### config.mk
export PLATFORM = sky130hd
export DESIGN_NAME = peristaltic_pump_ctrl
export DESIGN_NICKNAME = d
export VERILOG_FILES = /design/src/rtl/pump_ctrl_pkg.sv /design/src/rtl/pump_pattern_gen.sv /design/src/rtl/peristaltic_pump_ctrl.sv
export SDC_FILE = /design/constraint.sdc
export NUM_CORES = 1
export LEC_CHECK = 0
export BUFFER_PORTS_ARGS = -buffer_cell sky130_fd_sc_hd__buf_4
export CORE_MARGIN = 3
export CORE_UTILIZATION = 40
export DETAILED_ROUTE_END_ITERATION = 12
export PLACE_DENSITY = 0.72
export SETUP_SLACK_MARGIN = 0.15
export SYNTH_ARGS = -nofsm -noshare
export SYNTH_HDL_FRONTEND = slang
export SYNTH_HIERARCHICAL = 1
export SYNTH_SLANG_ARGS = --single-unit
### constraint.sdc
create_clock -name clk -period 4.8 [get_ports clk]
set_input_delay 0.72 -clock clk [delete_from_list [all_inputs] [get_ports clk]]
set_output_delay 0.72 -clock clk [all_outputs]
set_load 0.005 [all_outputs]
### src/rtl/pump_ctrl_pkg.sv
// Shared types and elaboration helpers for the peristaltic pump controller.
// Holds the controller state encoding, the all-valves-closed mask and the phase width.
package pump_ctrl_pkg;

  localparam int MAX_VALVES = 16;

  typedef enum logic [0:0] {
    IDLE = 1'b0,
    RUN  = 1'b1
  } state_e;

  function automatic int phase_w(input int n_valves);
    return $clog2(2 * n_valves);
  endfunction

  // Safe-state mask: one pressurised bit per valve, upper bits zero.
  function automatic logic [MAX_VALVES-1:0] all_closed(input int n_valves);
    logic [MAX_VALVES-1:0] m;
    m = '0;
    for (int i = 0; i < MAX_VALVES; i++) begin
      if (i < n_valves) m[i] = 1'b1;
    end
    return m;
  endfunction

endpackage

### src/rtl/pump_pattern_gen.sv
// Combinational map from (phase, direction) to the per-valve closed mask.
// Even phase 2i opens valve i alone; odd phase 2i+1 opens valves i and i+1 (mod N).
module pump_pattern_gen
  import pump_ctrl_pkg::*;
#(
  parameter  int N_VALVES = 3,
  localparam int PHASE_W  = phase_w(N_VALVES)
) (
  input  logic [PHASE_W-1:0]  phase_i,
  input  logic                dir_i,
  output logic [N_VALVES-1:0] closed_o
);

  logic [N_VALVES-1:0] open_fwd;
  int                  lead;
  int                  trail;

  always_comb begin
    lead     = 32'(phase_i >> 1);
    trail    = (lead == N_VALVES - 1) ? 0 : lead + 1;
    open_fwd = '0;
    closed_o = '0;
    for (int j = 0; j < N_VALVES; j++) begin
      if (j == lead || (phase_i[0] && j == trail)) open_fwd[j] = 1'b1;
    end
    // Reverse direction mirrors valve indices rather than reversing phase order.
    for (int j = 0; j < N_VALVES; j++) begin
      closed_o[j] = dir_i ? ~open_fwd[N_VALVES-1-j] : ~open_fwd[j];
    end
  end

endmodule

### src/rtl/peristaltic_pump_ctrl.sv
// Travelling-wave valve sequencer with programmable dwell, direction and stroke count.
// All outputs registered: a start accepted at edge k shows pattern(0) from cycle k+1.
module peristaltic_pump_ctrl
  import pump_ctrl_pkg::*;
#(
  parameter  int N_VALVES = 3,
  parameter  int DWELL_W  = 16,
  parameter  int STROKE_W = 16,
  localparam int PHASE_W  = phase_w(N_VALVES)
) (
  input  logic                clk,
  input  logic                rst,
  input  logic                start,
  input  logic                dir,
  input  logic [DWELL_W-1:0]  dwell,
  input  logic [STROKE_W-1:0] strokes,
  input  logic                pause,
  input  logic                abort,
  output logic [N_VALVES-1:0] valve_air,
  output logic                busy,
  output logic                done,
  output logic                aborted,
  output logic [STROKE_W-1:0] stroke_cnt,
  output logic [PHASE_W-1:0]  phase
);

  if (N_VALVES < 3 || N_VALVES > MAX_VALVES) begin : g_bad_n_valves
    $error("peristaltic_pump_ctrl: N_VALVES must be in 3..16");
  end

  localparam logic [N_VALVES-1:0] ALL_CLOSED = N_VALVES'(all_closed(N_VALVES));
  localparam logic [PHASE_W-1:0]  LAST_PHASE = PHASE_W'(2 * N_VALVES - 1);

  state_e              state_q,      state_d;
  logic [PHASE_W-1:0]  phase_q,      phase_d;
  logic [DWELL_W-1:0]  dwell_cnt_q,  dwell_cnt_d;
  logic [DWELL_W-1:0]  dwell_lat_q,  dwell_lat_d;
  logic [STROKE_W-1:0] stroke_cnt_q, stroke_cnt_d;
  logic [STROKE_W-1:0] strokes_lat_q, strokes_lat_d;
  logic                dir_lat_q,    dir_lat_d;
  logic [N_VALVES-1:0] air_q,        air_d;
  logic                busy_q,       busy_d;
  logic                done_q,       done_d;
  logic                aborted_q,    aborted_d;
  logic [N_VALVES-1:0] pattern_mask;

  // Fed from next-state values so the registered air lines line up with phase.
  pump_pattern_gen #(.N_VALVES(N_VALVES)) u_pattern (
    .phase_i  (phase_d),
    .dir_i    (dir_lat_d),
    .closed_o (pattern_mask)
  );

  always_comb begin
    state_d       = state_q;
    phase_d       = phase_q;
    dwell_cnt_d   = dwell_cnt_q;
    dwell_lat_d   = dwell_lat_q;
    stroke_cnt_d  = stroke_cnt_q;
    strokes_lat_d = strokes_lat_q;
    dir_lat_d     = dir_lat_q;
    done_d        = 1'b0;
    aborted_d     = 1'b0;

    unique case (state_q)
      IDLE: begin
        if (start && !abort) begin
          state_d       = RUN;
          phase_d       = '0;
          dwell_cnt_d   = '0;
          stroke_cnt_d  = '0;
          dwell_lat_d   = dwell;
          strokes_lat_d = strokes;
          dir_lat_d     = dir;
        end
      end
      RUN: begin
        if (abort) begin
          state_d   = IDLE;
          aborted_d = 1'b1;
        end else if (!pause) begin
          if (dwell_cnt_q == dwell_lat_q) begin
            dwell_cnt_d = '0;
            if (phase_q == LAST_PHASE) begin
              phase_d      = '0;
              stroke_cnt_d = stroke_cnt_q + STROKE_W'(1);
              if (strokes_lat_q != '0 && stroke_cnt_d == strokes_lat_q) begin
                state_d = IDLE;
                done_d  = 1'b1;
              end
            end else begin
              phase_d = phase_q + PHASE_W'(1);
            end
          end else begin
            dwell_cnt_d = dwell_cnt_q + DWELL_W'(1);
          end
        end
      end
      default: state_d = IDLE;
    endcase

    busy_d = (state_d == RUN);
    air_d  = busy_d ? pattern_mask : ALL_CLOSED;
  end

  always_ff @(posedge clk) begin
    if (rst) begin
      state_q       <= IDLE;
      phase_q       <= '0;
      dwell_cnt_q   <= '0;
      dwell_lat_q   <= '0;
      stroke_cnt_q  <= '0;
      strokes_lat_q <= '0;
      dir_lat_q     <= 1'b0;
      air_q         <= ALL_CLOSED;
      busy_q        <= 1'b0;
      done_q        <= 1'b0;
      aborted_q     <= 1'b0;
    end else begin
      state_q       <= state_d;
      phase_q       <= phase_d;
      dwell_cnt_q   <= dwell_cnt_d;
      dwell_lat_q   <= dwell_lat_d;
      stroke_cnt_q  <= stroke_cnt_d;
      strokes_lat_q <= strokes_lat_d;
      dir_lat_q     <= dir_lat_d;
      air_q         <= air_d;
      busy_q        <= busy_d;
      done_q        <= done_d;
      aborted_q     <= aborted_d;
    end
  end

  assign valve_air  = air_q;
  assign busy       = busy_q;
  assign done       = done_q;
  assign aborted    = aborted_q;
  assign stroke_cnt = stroke_cnt_q;
  assign phase      = phase_q;

endmodule

==> flow_summary.json <==
{
  "vdd_drop_max_uv": 219,
  "cts_resized": 0,
  "clock_latency_ps": 340,
  "syn_to_final_growth_pct": 18.6,
  "crit_fanout": 37,
  "grtUsageTotal_pct": 18.7,
  "ys_seq_elements": 74,
  "min_period_over_period_pct": 64.4,
  "layout_common_cells": "101 x nand2_1, 74 x dfxtp_1, 66 x buf_4, 43 x a21oi_1, 33 x nor2_1",
  "post_cts_buffers": 0,
  "post-route-min-period_ps": 3090,
  "dpl.hpwl_um": 7170,
  "cts_sinks": 74,
  "fp-row-count": 34,
  "hold_viol_final": 0,
  "final_common_cell": "nand2_1",
  "die_area_um2": 10700,
  "async_reset_ff_share_pct": 0,
  "p_per_area_nw_per_um2": 268,
  "num_antenna_cells": 0,
  "overflow": 0,
  "die_w_um": 104,
  "detail_route.wirelength_um": 9970,
  "synth_edf_count": 0,
  "cp-start-kind": "flop",
  "num_vias": 3688,
  "setup_violations": 0,
  "io_pins": 63,
  "antenna_found_initial": 0,
  "place_congestion": 0.876,
  "synthCells": 488,
  "rsz0062_at_grt": "no",
  "grt_first_pass_wirelength_um": 16900,
  "rr_startpoint": "busy",
  "dpl_cell_area_um2": 4350,
  "fmax_mhz": 324,
  "cp.arrival_ps": 3320,
  "worst_setup_path_end_kind": "flop",
  "dieHeight_um": 104,
  "min_path_type": "flop to flop",
  "tritoncts": "yes",
  "power.leakage_nw": 1.62,
  "synth-main-ff-cell": "dfxtp_1",
  "firstDrtPassIters": 5,
  "post-route-util_pct": 50.4,
  "worstSetupPathType": "flop to flop",
  "htreeDepth": 3,
  "hold_buffers": 0,
  "clock-skew-final_ps": 11.4,
  "setup_tns_ps": 0,
  "seq_area_frac_synth_pct": 38.9,
  "avgSynthCellArea_um2": 7.81,
  "port_buffers": 62,
  "slew_headroom_pct": 17.4,
  "grt_pass1_vias": 3457,
  "worstHoldStart": "dir_lat_q",
  "crit_start": "busy",
  "viasPerCell": 5.53,
  "final_nets": 576,
  "syn_area_um2": 3810,
  "cts_buffer_depth": 2,
  "drv_slew": 0,
  "status": "complete, no violations",
  "cts_buffers": 9,
  "drc": 0,
  "cap_viol_max_count": 0,
  "required_ps": 5030,
  "layout-drive-gt1-share_pct": 16.3,
  "ctsRootBufferMaster": "clkbuf_8",
  "synth_warnings": 6,
  "worst_slew_pin_slew_ps": 1240,
  "grt_max_degree": 55,
  "core_area_um2": 8980,
  "drt_iter0_drc": 217,
  "syn-num-nets": 528,
  "path_clk_slew_ps": 80,
  "ant_nets": 0,
  "start_util_pct": 42.5,
  "synth_cell_types": 55,
  "final_area_um2": 4520,
  "wl_per_cell_um": 14.9
}
-- Yosys cell counts (all sizes together), types with 2 or more instances --
cell,instances,area share [%]
nand3,21,2.9
nor3b,3,0.59
nand2,101,9.9
xor2,18,4.1
ha,2,0.66
nor2b,4,0.66
or3b,2,0.46
inv,6,0.59
o2111ai,2,0.46
nor3,5,0.66
nor2,33,3.2
or4,6,1.2
nand4,16,2.8
o211ai,4,0.79
o311ai,4,0.92
a31oi,15,2.5
o32a,2,0.53
o22ai,2,0.33
and4,5,1.1
a21boi,2,0.39
and2,3,0.49
o21ai,13,1.7
nand2b,2,0.33
nand4b,2,0.46
o31ai,5,0.98
or3,5,0.82
a21oi,43,5.6
xnor2,28,6.4
nor4,9,1.8
clkbuf,22,2.2
dfxtp,74,39
buf,7,0.95
and3,6,0.98
-- registers in the layout, summed over array words and instances (netlist names) --
name,flops
dwell_cnt_q,16
dwell_lat_q,16
stroke_cnt,16
strokes_lat_q,16
phase,3
valve_air,3
aborted,1
busy,1
dir_lat_q,1
done,1
-- worst paths after layout --
path	endpoint	slack, ps	depth (start not counted)
max	valve_air[2]	1710	8
min	dir_lat_q	470	2
max reg2reg	valve_air[2]	1710	8
min reg2reg	dir_lat_q	470	2
-- per-layer routing --
metal,global-route usage (%),part of all wire (%),vias up
li1,-,-,1834
met1,26.3,47,1711
met2,28.9,45,126
met3,3.17,6.0,17
met4,6.74,2.0,0
met5,0,0,-
-- area by class of cell --
class,count,area [um^2]
well taps,126,158
fillers,881,4450
clock inverters,6,48.8
flip-flops and latches,74,1480
repair buffers,66,495
inverters,6,22.5
multi-input cells,379,2190
clock buffers,10,128
-- kinds of logic (layout without fill, tap and decap cells) --
group	Yosys count	after routing	synth area share [%]
adders and majority gates	2	2	0.656
buffers and inverters	35	88	3.71
muxes	1	1	0.263
AOI/OAI and AO/OA	102	102	16.4
DFF	74	74	38.9
and+or+nand+nor	228	228	29.5
xor gates and xnor gates	46	46	10.6
-- per-stage QoR --
stage	hold slack (ps)	setup slack [ps]	std cells	total power, mW
after floorplan	444	2440	488	0.731
after global placement	456	1810	651	0.776
after detailed placement	458	1720	651	0.779
after CTS	469	1760	667	1.22
after global routing	491	1450	667	1.26
final	467	1710	667	1.21
-- critical path, cell delays in order, from the launching register on --
cell	delay, ps
dfxtp_1	760
nor2_1	110
nand2_1	930
nand2_1	120
mux2i_1	360
and3b_1	230
o32a_1	320
nor2_1	100
nand2_1	60
-- power by group --
| part | internal [mW] | total [mW] | switching (mW) |
|---|---|---|---|
| clock network | 0.193 | 0.445 | 0.252 |
| registers | 0.628 | 0.644 | 0.0157 |
| logic | 0.0542 | 0.122 | 0.0675 |
Power figures use the tool's default switching activity.
